## config.mk

```make
export PLATFORM = sky130hd
export DESIGN_NAME = fetch_unit
export DESIGN_NICKNAME = d
export VERILOG_FILES = /design/src/rtl/fetch_unit_pkg.sv /design/src/rtl/fetch_unit_fifo.sv /design/src/rtl/fetch_unit.sv
export SDC_FILE = /design/constraint.sdc
export NUM_CORES = 1
export LEC_CHECK = 0
export BUFFER_PORTS_ARGS = -buffer_cell sky130_fd_sc_hd__clkbuf_2
export CAP_MARGIN = 20
export CORE_MARGIN = 4
export CORE_UTILIZATION = 56
export DETAILED_ROUTE_END_ITERATION = 10
export GPL_TIMING_DRIVEN = 0
export PLACE_DENSITY = 0.8
export SYNTH_ARGS = -nofsm -noshare
export SYNTH_HDL_FRONTEND = slang
export SYNTH_HIERARCHICAL = 1
export SYNTH_SLANG_ARGS = --single-unit
```

## constraint.sdc

```tcl
create_clock -name clk -period 7.8 [get_ports clk]
set_input_delay 0.78 -clock clk [delete_from_list [all_inputs] [get_ports clk]]
set_output_delay 0.78 -clock clk [all_outputs]
set_load 0.01 [all_outputs]
```

## src/rtl/fetch_unit_pkg.sv

```systemverilog
// rtl/fetch_unit_pkg.sv - shared constants for the instruction fetch stage
package fetch_unit_pkg;
   localparam logic [31:0] NOP_INSTR    = 32'h0000_0013;
   localparam logic [31:0] DEF_RESET_PC = 32'h0000_0000;
   localparam int          PC_STEP      = 4;
endpackage

```

## src/rtl/fetch_unit_fifo.sv

```systemverilog
// rtl/fetch_unit_fifo.sv - DEPTH-entry sync FIFO of {pc, instr} with flush
module fetch_fifo
   import fetch_unit_pkg::*;
#(
   parameter int DEPTH = 2,
   parameter int WIDTH = 64
) (
   input  logic                     clk,
   input  logic                     rst_n,
   input  logic                     i_push,
   input  logic [WIDTH-1:0]         i_data,
   input  logic                     i_pop,
   input  logic                     i_flush,
   output logic                     o_full,
   output logic                     o_empty,
   output logic [$clog2(DEPTH):0]   o_count,
   output logic [WIDTH-1:0]         o_head
);
   localparam int AW = $clog2(DEPTH);
   localparam int CW = AW + 1;

   logic [WIDTH-1:0] r_mem [DEPTH];
   logic [AW-1:0]    r_wr;
   logic [AW-1:0]    r_rd;
   logic [CW-1:0]    r_count;
   logic             w_push;
   logic             w_pop;

   assign o_count = r_count;
   assign o_empty = (r_count == '0);
   assign o_full  = (r_count == CW'(DEPTH));
   assign o_head  = r_mem[r_rd];
   assign w_pop   = i_pop & ~o_empty;
   // A push on a full FIFO is only taken when the head leaves in the same cycle.
   assign w_push  = i_push & (~o_full | w_pop);

   always_ff @(posedge clk or negedge rst_n) begin
      if (!rst_n) begin
         r_wr    <= '0;
         r_rd    <= '0;
         r_count <= '0;
      end else if (i_flush) begin
         r_wr    <= '0;
         r_rd    <= '0;
         r_count <= '0;
      end else begin
         if (w_push) r_wr <= r_wr + AW'(1);
         if (w_pop)  r_rd <= r_rd + AW'(1);
         if (w_push && !w_pop)      r_count <= r_count + CW'(1);
         else if (!w_push && w_pop) r_count <= r_count - CW'(1);
      end
   end

   always_ff @(posedge clk) begin
      if (w_push && !i_flush) r_mem[r_wr] <= i_data;
   end
endmodule

```

## src/rtl/fetch_unit.sv

```systemverilog
// rtl/fetch_unit.sv - fetch stage: PC, credit-limited imem requests, redirect flush
module fetch_unit
   import fetch_unit_pkg::*;
#(
   parameter int                    DATA_WIDTH = 32,
   parameter int                    ADDR_WIDTH = 32,
   parameter logic [ADDR_WIDTH-1:0] RESET_PC   = ADDR_WIDTH'(DEF_RESET_PC),
   parameter int                    DEPTH      = 2
) (
   input  logic                  clk,
   input  logic                  rst_n,
   output logic                  imem_req_valid,
   input  logic                  imem_req_ready,
   output logic [ADDR_WIDTH-1:0] imem_req_addr,
   input  logic                  imem_rsp_valid,
   input  logic [DATA_WIDTH-1:0] imem_rsp_data,
   input  logic                  redirect_valid,
   input  logic [ADDR_WIDTH-1:0] redirect_pc,
   output logic                  instr_valid,
   input  logic                  instr_ready,
   output logic [DATA_WIDTH-1:0] instr,
   output logic [ADDR_WIDTH-1:0] instr_pc
);
   localparam int AW = $clog2(DEPTH);
   localparam int CW = AW + 1;
   localparam int FW = ADDR_WIDTH + DATA_WIDTH;

   logic [ADDR_WIDTH-1:0] r_pc;
   logic [CW-1:0]         r_inflight;
   logic [CW-1:0]         r_drop;
   logic [ADDR_WIDTH-1:0] r_pcq [DEPTH];
   logic [AW-1:0]         r_pcq_wr;
   logic [AW-1:0]         r_pcq_rd;

   logic                  w_pop;
   logic                  w_acc;
   logic                  w_rsp;
   logic                  w_keep;
   logic [CW:0]           w_credit;
   logic                  w_full;
   logic                  w_empty;
   logic [CW-1:0]         w_count;
   logic [FW-1:0]         w_head;

   assign w_pop = instr_valid & instr_ready;
   // Every slot is reserved at request time: outstanding, to-be-dropped and buffered words.
   assign w_credit = (CW+1)'(r_inflight) + (CW+1)'(r_drop) + (CW+1)'(w_count)
                   - (CW+1)'(w_pop);
   assign imem_req_valid = rst_n & (w_credit < (CW+1)'(DEPTH));
   assign imem_req_addr  = r_pc;
   assign w_acc  = imem_req_valid & imem_req_ready;
   assign w_rsp  = imem_rsp_valid & ((r_drop != '0) | (r_inflight != '0));
   assign w_keep = w_rsp & (r_drop == '0) & ~redirect_valid;

   always_ff @(posedge clk or negedge rst_n) begin
      if (!rst_n) begin
         r_pc       <= RESET_PC;
         r_inflight <= '0;
         r_drop     <= '0;
         r_pcq_wr   <= '0;
         r_pcq_rd   <= '0;
      end else if (redirect_valid) begin
         r_pc       <= {redirect_pc[ADDR_WIDTH-1:2], 2'b00};
         r_inflight <= '0;
         r_drop     <= r_drop + r_inflight + CW'(w_acc) - CW'(w_rsp);
         r_pcq_wr   <= '0;
         r_pcq_rd   <= '0;
      end else begin
         if (w_acc) begin
            r_pc     <= r_pc + ADDR_WIDTH'(PC_STEP);
            r_pcq_wr <= r_pcq_wr + AW'(1);
         end
         if (w_keep) r_pcq_rd <= r_pcq_rd + AW'(1);
         if (w_rsp && (r_drop != '0)) r_drop <= r_drop - CW'(1);
         r_inflight <= r_inflight + CW'(w_acc) - CW'(w_keep);
      end
   end

   always_ff @(posedge clk) begin
      if (w_acc && !redirect_valid) r_pcq[r_pcq_wr] <= r_pc;
   end

   fetch_fifo #(
      .DEPTH (DEPTH),
      .WIDTH (FW)
   ) u_fifo (
      .clk     (clk),
      .rst_n   (rst_n),
      .i_push  (w_keep),
      .i_data  ({r_pcq[r_pcq_rd], imem_rsp_data}),
      .i_pop   (w_pop),
      .i_flush (redirect_valid),
      .o_full  (w_full),
      .o_empty (w_empty),
      .o_count (w_count),
      .o_head  (w_head)
   );

   assign instr_valid = ~w_empty;
   assign instr       = w_empty ? DATA_WIDTH'(NOP_INSTR) : w_head[DATA_WIDTH-1:0];
   assign instr_pc    = w_empty ? '0 : w_head[DATA_WIDTH +: ADDR_WIDTH];

   a_rsp_protocol: assert property (@(posedge clk) disable iff (!rst_n)
      imem_rsp_valid |-> ((r_inflight != '0) || (r_drop != '0)));
   a_no_overflow: assert property (@(posedge clk) disable iff (!rst_n)
      (w_keep && w_full) |-> w_pop);
endmodule

```

==> results of run 1 <==
## cells by family (layout without fill, tap and decap cells)
logic type | Yosys count | in the layout | share of synthesized area [%]
compound gates | 67 | 67 | 4.595
xor+xnor | 14 | 14 | 1.404
fa+ha+maj | 11 | 11 | 1.557
buf+inv | 55 | 273 | 2.489
flops | 228 | 228 | 67.81
mux | 96 | 96 | 11.05
other cells | 1 | 6 | 0.03826
simple gates | 189 | 189 | 11.05
## sequential cells by signal, indices dropped and copies added (netlist names), 2 cells and up
signal	count
r_pcq	60
imem_req_addr	30
u_fifo/o_count	2
r_drop	2
u_fifo/r_mem	128
r_inflight	2
## stage by stage
stage | total power, mW | TNS [ps] | worst slack, ps | cells | util [%]
after CTS | 2.908 | 0 | 2653 | 1108 | 68.73
after detailed placement | 1.830 | 0 | 2719 | 1068 | 64.42
after global placement | 1.812 | -276330 | -2408 | 1054 | 63.34
after floorplan | 1.693 | 0 | 862.6 | 666 | -
final | 2.891 | 0 | 2765 | 1109 | 68.84
after global routing | 3.015 | 0 | 2410 | 1109 | 68.84
## worst max-delay path, cell delays in order, from the launching register on
cell      delay [ps]
dfrtp_1          440
nor2_1           340
clkbuf_1         540
nor2b_1          270
ha_1             360
inv_1             40
ha_1             270
a21o_1           170
ha_1             310
nand3b_1         340
or2_2            360
clkbuf_1         210
nor3_2           630
buf_6            270
buf_8            170
## worst paths after layout
path	startpoint	end	depth (start not counted)
min reg2reg	r_pcq[1][29]$_DFFE_PP_	u_fifo/r_mem[1][61]$_DFFE_PP_	1
max reg2reg	u_fifo/o_count[0]$_DFFE_PN0P_	r_pcq[0][27]$_DFFE_PP_	14
min	rst_n	imem_req_addr[11]$_DFFE_PN0P_	1
max in group asynchronous	rst_n	imem_req_addr[19]$_DFFE_PN0P_	2
max	u_fifo/o_count[0]$_DFFE_PN0P_	r_pcq[0][27]$_DFFE_PP_	14
min in group clk	imem_rsp_data[1]	u_fifo/r_mem[0][1]$_DFFE_PP_	1
## synth_stat cells (all sizes together), types with 4 or more instances
cell type  instances  area share [%]
a21o               5            0.38
a31oi             21             1.3
and3               6            0.38
buf               15            0.96
clkbuf            20            0.77
dfrtp             40              10
edfxtp           188              58
ha                 9             1.1
inv               18            0.69
mux2              95              11
nand2             15            0.57
nand3             14            0.71
nand4              7            0.45
nor2              32             1.2
nor2b             68             4.4
nor3               4            0.20
nor4               6            0.38
o21ai             14            0.71
o31ai             14             1.1
or2                5            0.32
or3                6            0.43
or4               16             1.2
xnor2             10            0.89
## layout make-up
type,count,area (um^2)
timing repair buffer,178,1005
sequential,228,6646
buffer,35,168.9
multi-input combinational,383,2947
tap,225,281.5
fill,1191,5370
inverter,20,75.07
clock buffer,33,633.1
clock inverter,7,110.1
## per-layer routing
| layer | up-vias | part of all wire [%] | track usage, % |
|---|---|---|---|
| li1 | 2881 | - | - |
| met2 | 275 | 48 | 34.40 |
| met1 | 2947 | 42 | 29.30 |
| met5 | - | 0 | 0 |
| met3 | 21 | 8.3 | 3.756 |
| met4 | 0 | 1.1 | 4.233 |
## cells in the final DEF (no fill, tap or decap), types with 3 or more instances in the layout
| cell type | count |
|---|---|
| a21o_1 | 5 |
| a31oi_1 | 21 |
| and3_1 | 5 |
| buf_1 | 4 |
| buf_2 | 3 |
| buf_4 | 7 |
| buf_6 | 12 |
| buf_8 | 3 |
| bufinv_16 | 3 |
| clkbuf_1 | 28 |
| clkbuf_16 | 23 |
| clkbuf_2 | 163 |
| clkinv_2 | 4 |
| conb_1 | 6 |
| dfrtp_1 | 40 |
| edfxtp_1 | 188 |
| ha_1 | 9 |
| inv_1 | 18 |
| mux2_1 | 22 |
| mux2_2 | 72 |
| nand2_1 | 15 |
| nand2b_1 | 3 |
| nand3_1 | 14 |
| nand4_1 | 7 |
| nor2_1 | 32 |
| nor2b_1 | 66 |
| nor4_1 | 6 |
| o21ai_0 | 14 |
| o31ai_1 | 14 |
| or2_2 | 5 |
| or3_1 | 5 |
| or4_1 | 16 |
| xnor2_1 | 10 |
| xor2_1 | 3 |
## power breakdown
group | total (mW) | switching (mW) | internal [mW]
Sequential | 1.44 | 0.0513 | 1.39
Combinational | 0.368 | 0.207 | 0.161
Clock | 1.08 | 0.418 | 0.661
==> results.md, run 1 <==
- Status: finished, final reports clean
- Worst Path Max Fanout: 12
- Post-DRT Antenna Nets: 0
- Remaining DRCs: 0
- Yosys reg bits: 228
- Slew headroom: 33.10%
- Worst hold path type: input pin to asynchronous set/reset pin
- 1st-pass router iterations: 4
- Mean Syn Cell Area: 14.83 um^2
- Grt total ovfl: 0
- Critical path arrival: 5230 ps
- Pleak: 4.435 nW
- Post-Syn Area: 9802 um^2
- Vias: 6124
- Area Overhead vs Synth: 21.06%
- Ys flop type: edfxtp_1
- Row count: 48
- Die width: 140.3 um
- Vias per inst: 5.522
- Total GRT Usage: 20.76%
- CTS max path bufs: 3
- Final cycle utilization of the critical path: 64.55%
- Die area: 19680 um^2
- Distinct cells, synth: 51
- Worst Tran Pin Value: 999.1 ps
- Hold buffers post-CTS: 0
- RSZ-0062 raised after global routing: false
- I/O Pins: 168
- Asr flop ratio synth: 17.54%
- Initial Util: 56.87%
- YS warnings: 6
- N_diodes: 0
- Register area share after synthesis: 67.81%
- Post-Synthesis Cells: 661
- Max Freq: 0.1986 GHz
- CTS H-tree depth: 1
- CP endpoint kind: flop
- DIE HEIGHT: 140.3 um
- DR iter-0 viols: 317
- CTS resizes: 0
- Max Clock Skew: 7.761 ps
- Register-to-register setup slack: 2770 ps
- Num Clock Sinks: 228
- Max cap viols: 0
- Final Critical Period: 5035 ps
- Port buffer count: 163
- Max VDD drop: 169.7 uV
- Area of the core: 17240 um^2
- Critical path class: flop to flop
- Worst hold slack: 174.6 ps
- WL final: 20540 um
- Worst-Skew Late Latency: 490 ps
- Post-CTS Setup Bufs: 0
- CP required: 8000 ps
- Setup-failing EPs final: 0
- Power per cell area: 243.6 nW/um^2
- Largest net degree at the start of global routing: 43
- Fin. Hold Viols: 0
- Area after DPL: 11100 um^2
- Initial antenna violation count: 0
- Final net count: 950
- CTS Buf Count: 23
- First-pass GRT wire length: 32840 um
- CTS root buf: clkbuf_16
- DP Wirelength: 14620 um
- Reg clk slew, reported paths: 60 ps
- Post-synth EDFFs: 188
- Routability cong.: 0.8874
- Finished Cell Area: 11870 um^2
- Vias in the first global route: 6249
- Startpoint Class: flop
- Layout cells sized above 1: 34.95%
- Final Max Tran Viols: 0
- DR WL/cell: 18.52 um
- CTS tree: yes
No activity file was read; power rests on OpenSTA's default activity.
==> inputs of run 2 (changes only) <==
==> constraint.sdc (replaced) <==
create_clock -name clk -period 5.3 [get_ports clk]
set_input_delay 0.53 -clock clk [delete_from_list [all_inputs] [get_ports clk]]
set_output_delay 0.53 -clock clk [all_outputs]
set_load 0.01 [all_outputs]
==> results.md, run 2 (same netlist as run 1, synthesis figures left out) <==
- DP Wirelength: 14390 um
- Pre-CTS setup slack: 87.67 ps
- CTS max path bufs: 3
- Worst Tran Pin Value: 928.9 ps
- Reg with most FFs: u_fifo/r_mem
- Final Critical Period: 4879 ps
- Slack of the critical path: 420.7 ps
- CP dominant cell by count: ha_1
- CTS tree: yes
- Critical path arrival: 5080 ps
- Area of the core: 17240 um^2
- Max Clock Skew: 10.51 ps
- CP endpoint kind: flop
- CP max stage delay: 720 ps
- Port buffer count: 163
- Post-DRT Antenna Nets: 0
- Max Freq: 0.2049 GHz
- Cell Chain, Critical Path: nor2_1, buf_1, nor2b_1, ha_1, fa_1, inv_1, ha_1, nand3b_1, or2_2, clkbuf_1, nor3_4, buf_16
- 1st-pass router iterations: 5
- First-pass GRT wire length: 31950 um
- Post-CTS Setup Bufs: 0
- Worst-Skew Late Latency: 490 ps
- Setup TNS: 0 ps
- DR WL/cell: 18.09 um
- Max cap viols: 0
- Finished Cell Area: 11880 um^2
- Pleak: 4.428 nW
- DIE HEIGHT: 140.3 um
- Final Max Tran Viols: 0
- Die area: 19680 um^2
- Slowest CP cell: nor3_4
- Status: finished, final reports clean
- Fin. Hold Viols: 0
- Routability cong.: 0.9038
- Most frequent cells in the layout: edfxtp_1, clkbuf_2, mux2_2
- CTS root buf: clkbuf_16
- Final net count: 945
- Remaining DRCs: 0
- Layout cells sized above 1: 34.77%
- DR iter-0 viols: 286
- CTS H-tree depth: 1
- Grt total ovfl: 0
- I/O Pins: 168
- Worst R2R Path Depth: 12
- Num Clock Sinks: 228
- CP startpoint: u_fifo/o_count[0]$_DFFE_PN0P_
- WL final: 19990 um
- Largest net degree at the start of global routing: 43
- Critical path class: flop to flop
- Max VDD drop: 304.4 uV
- Power per cell area: 350.2 nW/um^2
- Worst Setup EP: r_pcq[0][22]$_DFFE_PP_
- Setup-failing EPs final: 0
- Launch point of the worst reg-to-reg path: u_fifo/o_count[0]$_DFFE_PN0P_
- Area after DPL: 11150 um^2
- CTS Buf Count: 23
- Worst hold slack: 226.6 ps
- Die width: 140.3 um
- Worst hold path type: input pin to flop
- Slew headroom: 38.01%
- Worst Path Max Fanout: 16
- Total GRT Usage: 20.17%
- Vias: 6136
- Startpoint Class: flop
- Area Overhead vs Synth: 21.19%
- Vias in the first global route: 5950
- N_diodes: 0
- Initial antenna violation count: 0
- Initial Util: 56.87%
- Reg clk slew, reported paths: 60 ps
- Final cycle utilization of the critical path: 92.06%
- Max FFs per register: 128
- Most common cell after layout, fill and taps aside: edfxtp_1
- Register-to-register setup slack: 420 ps
- Row count: 48
- FF-to-FF End: r_pcq[0][22]$_DFFE_PP_
- RSZ-0062 raised after global routing: false
- Vias per inst: 5.553
- CP required: 5500 ps
## run 2: changes by cell type in the layout (fill, tap and decap cells not counted), moves of 2 or more
cell / delta
buf_6: -11
buf_16: +6
clkbuf_1: -5
clkinv_2: +5
bufinv_16: -2
clkinv_1: +2
nor3_2: -2
nor3_4: +2
## run 2: worst min-delay path by stage
stage                                       start                             to  slack, ps  depth (start not counted)
finish                           imem_rsp_data[6]   u_fifo/r_mem[0][6]$_DFFE_PP_        230                          1
global route                    imem_rsp_data[25]  u_fifo/r_mem[0][25]$_DFFE_PP_        210                          1
CTS                             imem_rsp_data[15]  u_fifo/r_mem[1][15]$_DFFE_PP_        210                          1
detailed placement  imem_req_addr[29]$_DFFE_PN0P_         r_pcq[1][29]$_DFFE_PP_        550                          0
global placement           r_pcq[1][18]$_DFFE_PP_  u_fifo/r_mem[0][50]$_DFFE_PP_        540                          1
floorplan                                   rst_n  imem_req_addr[10]$_DFFE_PN0P_        230                          0
## run 2: routing by layer
metal | part of all wire, % | vias up | track usage [%]
met4 | 1.9 | 0 | 4.997
met1 | 43 | 2946 | 29.24
li1 | - | 2889 | -
met3 | 8.4 | 33 | 3.448
met2 | 46 | 268 | 32.26
met5 | 0 | - | 0
## run 2: layout make-up
type | instances | area [um^2]
sequential | 228 | 6646
tap | 225 | 281.5
inverter | 20 | 75.07
clock inverter | 12 | 82.58
fill | 1182 | 5358
clock buffer | 29 | 618.1
multi-input combinational | 383 | 2965
timing repair buffer | 173 | 1041
buffer | 35 | 168.9
## run 2: critical path, delay by kind of cell (launching register included)
| kind | cells | cell delay, ps |
|---|---|---|
| simple gates | 5 | 2020 |
| fa+ha+maj | 3 | 1050 |
| buf+inv | 4 | 1040 |
| flops | 1 | 450 |
## run 2: report_power, final
group | switching (mW) | internal (mW)
logic | 0.301 | 0.239
registers | 0.0775 | 2.05
clock network | 0.622 | 0.871
## run 2: timing repair
item / 4_1_cts / 5_1_grt
endpoints found under the setup margin: 0 / 31
hold buffers: 0 / 1
resized for setup: 0 / 2
endpoints found under the hold margin: 0 / 11
## run 2: metrics by stage
stage / util, % / total power, mW / std cells
5_1_grt: 68.92 / 4.341 / 1105
3_5_place_dp: 64.67 / 2.699 / 1062
3_3_place_gp: 63.43 / 2.665 / 1054
4_1_cts: 68.74 / 4.196 / 1103
6_report: 68.92 / 4.160 / 1105
2_1_floorplan: - / 2.491 / 666
==> inputs of run 3 (changes only) <==
--- a/config.mk
+++ b/config.mk
@@ -14,5 +14,4 @@
 export PLACE_DENSITY = 0.8
 export SYNTH_ARGS = -nofsm -noshare
 export SYNTH_HDL_FRONTEND = slang
-export SYNTH_HIERARCHICAL = 1
 export SYNTH_SLANG_ARGS = --single-unit
==> results.md, run 3 <==
- Worst hold path type: input pin to flop
- CTS H-tree depth: 1
- Final net count: 933
- CP max stage delay: 570 ps
- Post-Syn Area: 9410 um^2
- Top-count cell post-synth: edfxtp_1
- Mean Syn Cell Area: 14.37 um^2
- Max cap viols: 0
- Final Critical Period: 4715 ps
- Initial antenna violation count: 1
- RSZ-0062 raised after global routing: false
- Vias per inst: 5.634
- Slowest CP cell: nor2_1
- DR iter-0 viols: 415
- Vias: 6130
- Setup-failing EPs final: 0
- Initial Util: 56.95%
- Post-DRT Antenna Nets: 0
- P_sw: 958.7 uW
- Power per cell area: 357.2 nW/um^2
- Register area share after synthesis: 69.35%
- Most common cell after layout, fill and taps aside: edfxtp_1
- CTS tree: yes
- Post-synth EDFFs: 184
- Distinct cells, synth: 45
- Sw frac: 23.46%
- Routability cong.: 0.9014
- Synth area leaders: edfxtp_1, dfrtp_1, mux2i_1
- Row count: 47
- Critical path class: flop to flop
- Max FFs per register: 124
- Grt total ovfl: 0
- WP buf/inv: 5
- Critical path arrival: 4910 ps
- Most frequent cells in the layout: edfxtp_1, clkbuf_2, nor2_1
- Die width: 137.6 um
- Num Clock Sinks: 224
- DR WL/cell: 18.99 um
- CTS resizes: 0
- Worst Path Max Fanout: 20
- Internal: 3.128 mW
- Yosys reg bits: 224
- Post-synth top cells: edfxtp_1, nor2_1, mux2i_1
- Final cycle utilization of the critical path: 88.97%
- Worst-Skew Late Latency: 500 ps
- First-pass GRT wire length: 31680 um
- Final Max Tran Viols: 0
- Largest net degree at the start of global routing: 56
- Cell Chain, Critical Path: nor2_1, inv_1, and2_1, ha_1, inv_1, ha_1, a21o_1, ha_1, xor3_2, and3_1, buf_2, inv_1, nor3_4, buf_16
- Slew headroom: 43.79%
- Sequential share of power: 50.4%
- I/O Pins: 168
- Max Freq: 0.2121 GHz
- CTS max path bufs: 3
- DP Wirelength: 14600 um
- CTS root buf: clkbuf_16
- Yosys top cell area share: 58.72%
- DIE HEIGHT: 137.6 um
- Startpoint Class: flop
- Asr flop ratio synth: 17.86%
- 1st-pass router iterations: 5
- Remaining DRCs: 0
- Setup TNS: 0 ps
- Hold buffers post-CTS: 0
- WL final: 20660 um
- Layout cells sized above 1: 28.11%
- Status: finished, final reports clean
- Fill cell count: 1123
- Vias in the first global route: 6109
- CP required: 5490 ps
- Fin. Hold Viols: 0
- Max VDD drop: 202.1 uV
- Delay-heaviest family, CP: simple AND/OR/NAND/NOR gates
- Die area: 18940 um^2
- Ys flop type: edfxtp_1
- CTS Buf Count: 22
- Max Clock Skew: 18.90 ps
- Combinational share of power: 11.4%
- Reg with most FFs: u_fifo.r_mem
- Total GRT Usage: 21.42%
- Pwr Total: 4.087 mW
- Clk network pwr share: 38.3%
- CP endpoint kind: flop
- YS warnings: 0
- Port buffer count: 160
- Pleak: 4.186 nW
- Reg clk slew, reported paths: 70 ps
- Area Overhead vs Synth: 21.58%
- Post-CTS Setup Bufs: 0
- Post-synth top area cell: edfxtp_1
- N_diodes: 0
- Worst Tran Pin Value: 839.4 ps
- Post-Synthesis Cells: 655
- Area of the core: 16520 um^2
## run 3: cell count changes in the layout (fill, tap and decap cells not counted), moves of 5 or more
cell,delta
clkinv_2,-6
nand2_1,+11
nand4_1,+5
nand3_1,+5
mux2_2,-42
or2_2,-5
mux2_1,-22
nor2_1,+53
xor2_1,+5
buf_1,+5
nor2b_1,-64
mux2i_1,+62
## run 3: worst paths after layout
kind                                                     from                       endpoint  slack (ps)  cells after the start
worst max-delay path            u_fifo.o_count[0]$_DFFE_PN0P_         r_pcq[0][23]$_DFFE_PP_         580                     14
worst min-delay path                        imem_rsp_data[27]  u_fifo.r_mem[1][27]$_DFFE_PP_         220                      1
worst max register to register  u_fifo.o_count[0]$_DFFE_PN0P_         r_pcq[0][23]$_DFFE_PP_         580                     14
worst min register to register         r_pcq[1][14]$_DFFE_PP_  u_fifo.r_mem[1][46]$_DFFE_PP_         560                      1
max in group asynchronous                               rst_n           r_pcq_wr$_DFFE_PN0P_        4300                      3
min in group asynchronous                               rst_n        r_inflight[0]$_DFF_PN0_         490                      2
## run 3: cell type report
| class | instances | area [um^2] | area share [%] |
|---|---|---|---|
| inverters | 17 | 63.81 | 0.5577 |
| well taps | 220 | 275.3 | 2.406 |
| plain buffers | 38 | 168.9 | 1.476 |
| multi-input cells | 379 | 2693 | 23.53 |
| clock buffers | 30 | 601.8 | 5.260 |
| flip-flops and latches | 224 | 6526 | 57.04 |
| clock inverters | 10 | 127.6 | 1.115 |
| repair buffers | 170 | 984.7 | 8.607 |
## run 3: layer usage
metal,GRT usage (%),vias up,wire (um)
met2,36.09,235,10110
li1,-,2852,-
met5,0,-,0
met4,5.987,0,338
met3,3.981,24,1546
met1,28.72,3019,8664
## run 3: cells by family (layout without fill, tap and decap cells)
group | after synthesis | in the layout | synth area share (%)
other | 1 | 4 | 0.03985
xor gates and xnor gates | 16 | 16 | 1.662
DFF | 224 | 224 | 69.35
AOI/OAI and AO/OA | 59 | 59 | 4.149
adders and majority gates | 11 | 11 | 1.622
buffers and inverters | 55 | 265 | 2.473
muxes | 93 | 93 | 10.29
and+or+nand+nor | 196 | 196 | 10.41
## run 3: power by group through the flow
stage               logic (mW)  clock network (mW)  registers, mW
finish                   0.465                1.56           2.06
global route             0.510                1.67           2.07
CTS                      0.465                1.59           2.06
detailed placement       0.455                   0           2.09
global placement         0.425                   0           2.09
floorplan                0.281                   0           2.08
## run 3: worst reg2reg max path, delay by kind of cell (launching register included)
kind	cells	cell delay, ps
adder cells (fa/ha/maj)	3	750
AND/OR/NAND/NOR	4	1620
XOR/XNOR	1	470
AO/OA/AOI/OAI	1	160
flip-flops	1	450
buffers and inverters	5	960
## run 3: per-stage QoR
stage | area (um^2) | cells | hold WS [ps] | setup WS (ps) | utilization (%)
5_1_grt | 11440 | 1088 | 204.8 | 239.5 | 69.24
3_3_place_gp | 10510 | 1038 | 541.2 | -1401 | 63.60
4_1_cts | 11410 | 1086 | 201.1 | 484.2 | 69.05
2_1_floorplan | 9433 | 658 | 234.4 | 419.5 | -
3_5_place_dp | 10680 | 1046 | 550.0 | 606.3 | 64.64
6_report | 11440 | 1088 | 221.9 | 584.5 | 69.24
